**src/rtl/skinny_pkg.sv**
```systemverilog
// Shared definitions for the SKINNY-128-384+ block controller: FSM states,
// round count, beat count, control-bit layout and the round-constant step.
package skinny_pkg;

    typedef enum logic [2:0] {
        ST_IDLE = 3'd0,
        ST_LOAD = 3'd1,
        ST_RUN  = 3'd2,
        ST_OUT  = 3'd3,
        ST_CNT  = 3'd4
    } state_e;

    // SKINNY-128-384+ round count; the datapath does two rounds per cycle.
    localparam int NR_DEFAULT = 40;

    // pdi/sdi and pdo words per block.
    localparam int BEATS = 4;

    // Bit positions inside every {rst,enc,se} control triple.
    localparam int CTL_RST = 2;
    localparam int CTL_ENC = 1;
    localparam int CTL_SE  = 0;

    localparam logic [2:0] CTL_HOLD  = 3'b000;
    localparam logic [2:0] CTL_RESET = 3'(1 << CTL_RST);
    localparam logic [2:0] CTL_ROUND = 3'(1 << CTL_ENC);
    localparam logic [2:0] CTL_SHIFT = 3'((1 << CTL_ENC) | (1 << CTL_SE));

    // One step of the 6-bit round-constant LFSR.
    function automatic logic [5:0] rc_step(input logic [5:0] rc);
        return {rc[4:0], rc[5] ^ rc[4] ^ 1'b1};
    endfunction

endpackage

```
**src/rtl/skinny_ctrl_if.sv**
```systemverilog
// Block-level handshake between the host and the SKINNY controller.
interface skinny_ctrl_if;

    logic       start;
    logic [7:0] dom_in;
    logic       dec_in;
    logic       ad_in;
    logic       din_valid;
    logic       din_ready;
    logic       dout_valid;
    logic       dout_ready;
    logic       done;

    // Host side: issues blocks, feeds words, drains output words.
    modport master (
        output start, dom_in, dec_in, ad_in, din_valid, dout_ready,
        input  din_ready, dout_valid, done
    );

    // Controller side.
    modport slave (
        input  start, dom_in, dec_in, ad_in, din_valid, dout_ready,
        output din_ready, dout_valid, done
    );

endinterface

```
**src/rtl/skinny_rc2.sv**
```systemverilog
// Two chained steps of the round-constant LFSR, so one cycle covers the
// constants of rounds 2k and 2k+1.
module skinny_rc2
    import skinny_pkg::*;
(
    input  logic [5:0] rc_in,
    output logic [5:0] rc_1,
    output logic [5:0] rc_2
);

    // rc_1 feeds the even round, rc_2 the odd round and the next register value
    always_comb begin
        rc_1 = rc_step(rc_in);
        rc_2 = rc_step(rc_1);
    end

endmodule

```
**src/rtl/skinny_ctrl.sv**
```systemverilog
// SKINNY-128-384+ block controller: sequences load, round, output and
// counter-update phases and drives the register control strobes.
module skinny_ctrl
    import skinny_pkg::*;
#(
    parameter int NR = NR_DEFAULT
) (
    input  logic         clk,
    input  logic         rst,
    skinny_ctrl_if.slave bus,
    output logic [2:0]   s_ctl,
    output logic [2:0]   x_ctl,
    output logic [2:0]   y_ctl,
    output logic [2:0]   z_ctl,
    output logic         erst,
    output logic         correct_cnt,
    output logic         tk1s,
    output logic [5:0]   constant,
    output logic [5:0]   constant2,
    output logic [7:0]   domain,
    output logic [3:0]   decrypt
);

    localparam int RUN_CYCLES = NR / 2;
    localparam int RUN_W      = (RUN_CYCLES > 1) ? $clog2(RUN_CYCLES) : 1;
    localparam logic [RUN_W-1:0] RUN_LAST  = RUN_W'(RUN_CYCLES - 1);
    localparam logic [1:0]       BEAT_LAST = 2'(BEATS - 1);

    state_e           state_q, state_d;
    logic [1:0]       beat_q, beat_d;
    logic [RUN_W-1:0] run_q, run_d;
    logic [5:0]       rc_q, rc_d;
    logic [5:0]       rc_nx1, rc_nx2;
    logic [7:0]       dom_q, dom_d;
    logic             dec_q, dec_d;
    logic             ad_q, ad_d;

    skinny_rc2 u_rc2 (
        .rc_in (rc_q),
        .rc_1  (rc_nx1),
        .rc_2  (rc_nx2)
    );

    // State register plus counters, LFSR and latched block fields
    always_ff @(posedge clk) begin
        if (!rst) begin
            state_q <= ST_IDLE;
            beat_q  <= '0;
            run_q   <= '0;
            rc_q    <= '0;
            dom_q   <= '0;
            dec_q   <= 1'b0;
            ad_q    <= 1'b0;
        end else begin
            state_q <= state_d;
            beat_q  <= beat_d;
            run_q   <= run_d;
            rc_q    <= rc_d;
            dom_q   <= dom_d;
            dec_q   <= dec_d;
            ad_q    <= ad_d;
        end
    end

    // Next-state logic with counter, LFSR and field-latch updates
    always_comb begin
        state_d = state_q;
        beat_d  = beat_q;
        run_d   = run_q;
        rc_d    = rc_q;
        dom_d   = dom_q;
        dec_d   = dec_q;
        ad_d    = ad_q;
        case (state_q)
            ST_IDLE: begin
                if (bus.start) begin
                    state_d = ST_LOAD;
                    beat_d  = '0;
                    rc_d    = '0;
                    dom_d   = bus.dom_in;
                    dec_d   = bus.dec_in;
                    ad_d    = bus.ad_in;
                end
            end
            ST_LOAD: begin
                if (bus.din_valid) begin
                    beat_d = beat_q + 2'd1;
                    if (beat_q == BEAT_LAST) begin
                        state_d = ST_RUN;
                        run_d   = '0;
                    end
                end
            end
            ST_RUN: begin
                rc_d = rc_nx2;
                if (run_q == RUN_LAST) begin
                    state_d = ST_OUT;
                    beat_d  = '0;
                end else begin
                    run_d = run_q + 1'b1;
                end
            end
            ST_OUT: begin
                if (bus.dout_ready) begin
                    beat_d = beat_q + 2'd1;
                    if (beat_q == BEAT_LAST) begin
                        state_d = ST_CNT;
                    end
                end
            end
            ST_CNT: begin
                state_d = ST_IDLE;
            end
            default: begin
                state_d = ST_IDLE;
            end
        endcase
    end

    // Moore/Mealy output decode; handshakes only qualify the strobes
    always_comb begin
        s_ctl          = CTL_HOLD;
        x_ctl          = CTL_HOLD;
        y_ctl          = CTL_HOLD;
        z_ctl          = CTL_HOLD;
        erst           = 1'b0;
        correct_cnt    = 1'b0;
        constant       = '0;
        constant2      = '0;
        decrypt        = 4'h0;
        bus.din_ready  = 1'b0;
        bus.dout_valid = 1'b0;
        bus.done       = 1'b0;
        tk1s           = ad_q;
        domain         = dom_q;
        case (state_q)
            ST_IDLE: begin
                s_ctl = CTL_RESET;
                x_ctl = CTL_RESET;
                y_ctl = CTL_RESET;
                z_ctl = CTL_RESET;
                erst  = bus.start;
            end
            ST_LOAD: begin
                bus.din_ready = 1'b1;
                if (bus.din_valid) begin
                    s_ctl = CTL_SHIFT;
                    x_ctl = CTL_SHIFT;
                    y_ctl = CTL_SHIFT;
                end
            end
            ST_RUN: begin
                s_ctl     = CTL_ROUND;
                x_ctl     = CTL_ROUND;
                y_ctl     = CTL_ROUND;
                z_ctl     = CTL_ROUND;
                constant  = rc_nx1;
                constant2 = rc_nx2;
            end
            ST_OUT: begin
                bus.dout_valid = 1'b1;
                decrypt        = dec_q ? 4'hF : 4'h0;
                if (bus.dout_ready) begin
                    s_ctl = CTL_SHIFT;
                end
            end
            ST_CNT: begin
                z_ctl       = CTL_SHIFT;
                correct_cnt = 1'b1;
                bus.done    = 1'b1;
            end
            default: begin
                s_ctl = CTL_RESET;
            end
        endcase
    end

endmodule
```
**src/flat_wrapper.sv**
```systemverilog
// flat-port wrapper written by rule: the top's interface ports become plain ports
module skinny_ctrl_flat import skinny_pkg::*;
#(
    parameter int NR = NR_DEFAULT
)
  (clk, rst, s_ctl, x_ctl, y_ctl, z_ctl, erst, correct_cnt, tk1s, constant, constant2, domain, decrypt, bus_start, bus_dom_in, bus_dec_in, bus_ad_in, bus_din_valid, bus_dout_ready, bus_din_ready, bus_dout_valid, bus_done);
  skinny_ctrl_if bus_i ();
  input  logic clk;
  input  logic rst;
  output logic [2:0] s_ctl;
  output logic [2:0] x_ctl;
  output logic [2:0] y_ctl;
  output logic [2:0] z_ctl;
  output logic erst;
  output logic correct_cnt;
  output logic tk1s;
  output logic [5:0] constant;
  output logic [5:0] constant2;
  output logic [7:0] domain;
  output logic [3:0] decrypt;
  input wire logic [$bits(bus_i.start)-1:0] bus_start;
  input wire logic [$bits(bus_i.dom_in)-1:0] bus_dom_in;
  input wire logic [$bits(bus_i.dec_in)-1:0] bus_dec_in;
  input wire logic [$bits(bus_i.ad_in)-1:0] bus_ad_in;
  input wire logic [$bits(bus_i.din_valid)-1:0] bus_din_valid;
  input wire logic [$bits(bus_i.dout_ready)-1:0] bus_dout_ready;
  output wire logic [$bits(bus_i.din_ready)-1:0] bus_din_ready;
  output wire logic [$bits(bus_i.dout_valid)-1:0] bus_dout_valid;
  output wire logic [$bits(bus_i.done)-1:0] bus_done;
  assign bus_i.start = bus_start;
  assign bus_i.dom_in = bus_dom_in;
  assign bus_i.dec_in = bus_dec_in;
  assign bus_i.ad_in = bus_ad_in;
  assign bus_i.din_valid = bus_din_valid;
  assign bus_i.dout_ready = bus_dout_ready;
  assign bus_din_ready = bus_i.din_ready;
  assign bus_dout_valid = bus_i.dout_valid;
  assign bus_done = bus_i.done;
  skinny_ctrl #(.NR(NR)) u_core (.clk(clk), .rst(rst), .bus(bus_i), .s_ctl(s_ctl), .x_ctl(x_ctl), .y_ctl(y_ctl), .z_ctl(z_ctl), .erst(erst), .correct_cnt(correct_cnt), .tk1s(tk1s), .constant(constant), .constant2(constant2), .domain(domain), .decrypt(decrypt));
endmodule
```
**config.mk**
```make
export PLATFORM = sky130hd
export DESIGN_NAME = skinny_ctrl_flat
export DESIGN_NICKNAME = d
export VERILOG_FILES = /design/src/rtl/skinny_pkg.sv /design/src/rtl/skinny_ctrl_if.sv /design/src/rtl/skinny_rc2.sv /design/src/rtl/skinny_ctrl.sv /design/src/flat_wrapper.sv
export SDC_FILE = /design/constraint.sdc
export NUM_CORES = 1
export LEC_CHECK = 0
export ABC_AREA = 1
export CORE_UTILIZATION = 55
export DETAILED_ROUTE_END_ITERATION = 8
export DONT_BUFFER_PORTS = 1
export GPL_TIMING_DRIVEN = 0
export HOLD_SLACK_MARGIN = 0.05
export PLACE_DENSITY = 0.78
export SYNTH_ARGS = -nofsm -noshare
export SYNTH_HDL_FRONTEND = slang
export SYNTH_SLANG_ARGS = --single-unit
```
**constraint.sdc**
```tcl
create_clock -name clk -period 2.6 [get_ports clk]
set_input_delay 0.39 -clock clk [delete_from_list [all_inputs] [get_ports clk]]
set_output_delay 0.39 -clock clk [all_outputs]
set_load 0.02 [all_outputs]
```
* Yosys cells after proc, flatten, opt, wreduce, memory -nomap -nowiden
Cells that the tools add are included.
Operators by class: $add $sub $neg 2, muxes and demuxes 31, reductions and logical operators 9, equal/unequal tests 13, bitwise logic cells 4
Operators with widths (count):
- $pmux W3 S4 | 2
- $mux W3 | 6
- $mux W6 | 3
- $pmux W3 S3 | 2
- $mux W5 | 3
- $mux W2 | 6
- $pmux W6 S2 | 1
- $pmux W5 S2 | 1
- $mux W4 | 2
- $ne A2 B2 Y1 const B | 4
- $pmux W2 S4 | 1
- $eq A3 B2 Y1 const B | 2
- $ne A2 B1 Y1 const B | 3
- $reduce_and A6 Y1 | 1
- $add A5 B1 Y5 const B | 1
- $eq A5 B5 Y1 const B | 1
- $reduce_and A5 Y1 | 1
- $mux W1 | 4
- $reduce_and A2 Y1 | 2
- $reduce_and A4 Y1 | 1
- $reduce_bool A2 Y1 | 2
- $reduce_bool A4 Y1 | 1
- $eq A3 B1 Y1 const B | 1
- $eq A3 B3 Y1 const B | 1
- other kinds (5) | 7
Word-level totals: flip-flop bits (word level) 26, word-level logic and storage cells 66, output and inout bits 42, input port bits 15

* Depth between registers and ports, before layout
depth in word-level cells 4, depth in mapped cells 10

* Cells and area by module
Synthesis repeated with hierarchy kept, for this count alone.
Second synthesis, totals: cells, all modules 232, area total of the unflattened synthesis 1536.5 µm²
Modules (own cells, without submodules):
- skinny_ctrl | seq. area each 520.5 µm², times used 1, area each 1427.6 µm², cells an instance 213
- skinny_rc2 | seq. area each 0.0 µm², times used 1, area each 108.9 µm², cells an instance 19

* Worst setup path after synthesis
Ideal clock, no wire load.
path type reg2out, start point register u_core.state_q[2], end point output s_ctl[2], cell stages (with the launch flop) 5, buffers on the path 0, arrival time 1462 ps, slack 748 ps, cells stage by stage dfxtp_1 inv_2 nor3_1 or2_2 nor2_1
Between the ends: cells in the longest elaborated chain, start to end 2, elaborated cells between the ends (all ways) 5, those cells by class 4 x eq/ne; 1 x mux
Ends and longest elaborated chain:
- start: declaration | line skinny_ctrl.sv:29 | state_e state_q, state_d;
- start signal: assignment | line skinny_ctrl.sv:55 | state_q <= state_d;
- $eq A3 B3 Y1 (tied with other cells) | line skinny_ctrl.sv:136 | case (state_q)
- $pmux W3 S4 * | line skinny_ctrl.sv:136
- end: declaration | line flat_wrapper.sv:10 | output logic [2:0] s_ctl;
Mark *: on every way between the ends. The rest lies on a longest branch, timed or not.

* Worst setup path in the final report
Ends and elaborated chain as after synthesis.

==> impl_summary.log <==
INFO  metric met2RoutedLength = ~1.4 mm
INFO  metric power.switching = 827.7 uW
INFO  metric first_pass_drt_iterations = 4
INFO  metric timing.critical_path.to_type = primary output
INFO  metric status = finished, final reports clean
INFO  metric internal_power = ~920 uW
INFO  metric synthesized_net_count = approximately 220
INFO  metric antenna_found_initial = 0
INFO  metric netSwitchingFraction = 0.4743
INFO  metric vdd_ir_drop_max = 0.0007137 V
INFO  metric final_period_minus_worst_setup_slack = 2.307 ns
INFO  metric mappedNetlistArea = 1449 um^2
INFO  metric crit_required = 2.21 ns
INFO  metric worst_path_dominant_cell_family = simple AND/OR/NAND/NOR gates
INFO  metric design_power_total = 1745 uW
INFO  metric synth_xor_area_frac = 0
INFO  metric buffers_inverters_on_critical_path = 1
INFO  metric comb_power_share = 0.497
INFO  metric portBuffers = 0
INFO  metric drt-initial-drc-count = 22
INFO  metric clk-insertion-delay-late = 0.32 ns
INFO  metric data_arrival_time_at_the_worst_slack_endpoint = approximately 1.9 ns
INFO  metric ctsHoldBuffers = 0
INFO  metric via_count = 1,240
INFO  metric synth_edf_count = 0
INFO  metric detail_route.wl_per_cell = 11.82 um
INFO  metric top_area_cell_type_share_of_the_netlist_area = 0.3592
INFO  metric clkSinkCount = 26
INFO  metric post_cts_resize_count = 0
INFO  metric min-delay-path-class = primary input to flop
INFO  metric dieHeight = 53.33 um
INFO  metric cp_slowest_stage_delay = 0.59 ns
INFO  metric postRouteWirelength = 2.824 mm
INFO  metric post_synth_and_or_nand_nor_area_fraction = 0.3204
INFO  metric fp-row-count = 18
INFO  metric netlist-cell-type-count = 27
INFO  metric drive_above_1_share = 0.2249
INFO  metric setup_violations = 0
INFO  metric cts.repair_timing.setup_buffer_count = 0
INFO  metric drv_slew = 0
INFO  metric drcViolationCount = 0
INFO  metric synth_area_leaders = dfxtp_1 36%, nor2_1 8.8%, nand2_1 8.0%
INFO  metric cts_max_path_buffers = 2
INFO  metric pin_count = 57
INFO  metric crit_fanout = 5
INFO  metric worstPathCellList = inv_2 -> nor3_1 -> or2_2 -> nor2_1
INFO  metric synthArstFlopShare = 0
INFO  metric fin_crit_sh = 0.8872
INFO  metric totalNegativeSetupSlack = 0 ns
INFO  metric globalRoute.totalOverflow = 0
INFO  metric globalRouteTotalUtil = 0.2140
INFO  metric initial_core_util = 0.5848
INFO  metric antenna_cells_inserted = 0
INFO  metric post_drt_via_cell_ratio = 5.188
INFO  metric synthFlopType = dfxtp_1
INFO  metric drv_cap = 0
INFO  metric htree_levels = 1
INFO  metric route.antenna.remaining_nets = 0
INFO  metric area_growth_syn_to_layout = 6.218%
INFO  metric crit_type = flop to primary output
INFO  metric m1WireLength = 1.201 mm
INFO  metric dp_hpwl = 2.172 mm
INFO  metric met3RoutedLength = 145 um
INFO  metric timing.final.hold_violations = 0
INFO  metric seqPwrFrac = 0.342
INFO  metric syn_avg_cell_area = slightly above 7 um^2
INFO  metric cts-root-buf = clkbuf_4
INFO  metric ys_ff_latch = 26
INFO  metric cts_buffers = 3
INFO  metric fp.coreArea = 2477 um^2
INFO  metric maxClockFrequency = 0.4335 GHz
INFO  metric cp_slowest_cell = nor3_1
INFO  metric mostFrequentLayoutCells = 34 x nor2_1, 31 x nand2_1, 26 x dfxtp_1
INFO  metric headroom_to_the_max_slew_limit = 0.5007
INFO  metric post_synthesis_share_of_cell_area_spent_on_full_adders_half_adders_and_majority_gates = 0.01727
INFO  metric synth_seq_area_share = 0.3592
INFO  metric timing_worst_slew_pin_value = approximately 0.74 ns
INFO  metric grt_first_pass_wirelength = 4.429 mm
INFO  metric skew = roughly 0.0015 ns
INFO  metric die_width = around 53 um
INFO  metric finish.net_count = ~230
INFO  metric cts.reportedPaths.clkPinSlew = 0.14 ns
INFO  metric grt_setup_unrepaired = false
INFO  metric gp_routability_congestion = a little under 0.8
INFO  metric pwr-share-clk = 0.160
INFO  metric synthesis.instances = approximately 200
INFO  metric final_common_cell = nor2_1
INFO  metric dieArea = 2844 um^2
INFO  metric fillerInstances = 216
INFO  metric uppermost_routed_layer = met4
INFO  metric synth_largest_area_cell = dfxtp_1
INFO  metric timing.hold.ws = about 0.19 ns
INFO  metric synth.yosys.warnings = 0
INFO  metric powerDensity = 1134 nW/um^2
INFO  metric synth_compound_area_frac = 0.1304
INFO  metric synthMuxAreaShare = 0
INFO  metric static_leak = roughly 0.00075 uW
INFO  metric cts_tree = done
INFO  metric main_combinational_cell_family_by_area_after_synthesis = simple AND/OR/NAND/NOR gates
INFO  metric maximum_number_of_pins_on_one_net_before_global_route_repair = 16
INFO  metric setup.worst_path.start_class = flop
INFO  metric grt_pass1_vias = 1,084
stage by stage:
stage	cell area [um^2]	util	setup slack [ns]	std cells
after global routing	1539	0.6212	0.1817	239
final	1539	0.6212	0.2932	239
after floorplan	1449	-	0.7478	205
after global placement	1486	0.6000	0.6618	235
after detailed placement	1486	0.6000	0.6646	235
after CTS	1539	0.6212	0.2892	239
synthesized netlist by cell type, types with 2 or more instances:
cell	instances
nor2_1	34
nand2_1	31
dfxtp_1	26
inv_1	24
a21oi_1	16
buf_4	15
o21ai_0	14
nand3_1	8
nand2_2	5
nor2_4	4
inv_2	3
nand2_4	3
nor2_2	3
or2_2	3
buf_6	2
ha_1	2
nor3_1	2
logic make-up after synthesis:
group,after synthesis
AND/OR/NAND/NOR,96
AO/OA/AOI/OAI,34
adder cells (fa/ha/maj),2
buffers and inverters,47
flip-flops,26
metal layers:
metal,up-vias,track usage
met2,39,0.3729
li1,630,-
met1,566,0.2452
met5,-,0
met4,0,0.09211
met3,5,0.04885
worst reg2reg max path: stages, from the launching register on:
cell and delay [ns]:
dfxtp_1 0.34, buf_4 0.17, inv_2 0.09, nor2_1 0.38, nand2_2 0.12, nand2_2 0.12, nor2_2 0.05, a21oi_1 0.12
nor2_1 0.06
area by class of cell:
cell class	instances	area (um^2)	share of cell area
Inverter	29	111.4	0.07236
Clock inverter	1	30.03	0.01951
Clock buffer	3	22.52	0.01463
Multi-Input combinational cell	132	678.2	0.4406
Tap cell	30	37.54	0.02439
Sequential cell	26	520.5	0.3382
Buffer	18	138.9	0.09024
power by group through the flow:
stage	Sequential [uW]	Clock (uW)	Combinational, uW
after global routing	607	298	963
after floorplan	593	0	765
after detailed placement	607	0	869
after global placement	604	0	850
final	598	280	868
after CTS	597	281	874
state kept, by name, summed over array words and instances (netlist names):
signal	count
u_core.domain	8
u_core.rc_q	6
u_core.run_q	5
u_core.state_q	3
u_core.beat_q	2
u_core.dec_q	1
u_core.tk1s	1
final timing paths:
check / from / end / slack [ns] / cells past startpoint
worst max-delay path: u_core.state_q[2] / s_ctl[2] / 0.29 / 4
worst min-delay path: bus_dom_in[2] / u_core.domain[2] / 0.19 / 2
worst max register to register: u_core.state_q[1] / u_core.state_q[0] / 1.08 / 8
worst min register to register: u_core.rc_q[1] / u_core.rc_q[1] / 0.47 / 2
No activity file was read; power rests on OpenSTA's default activity.
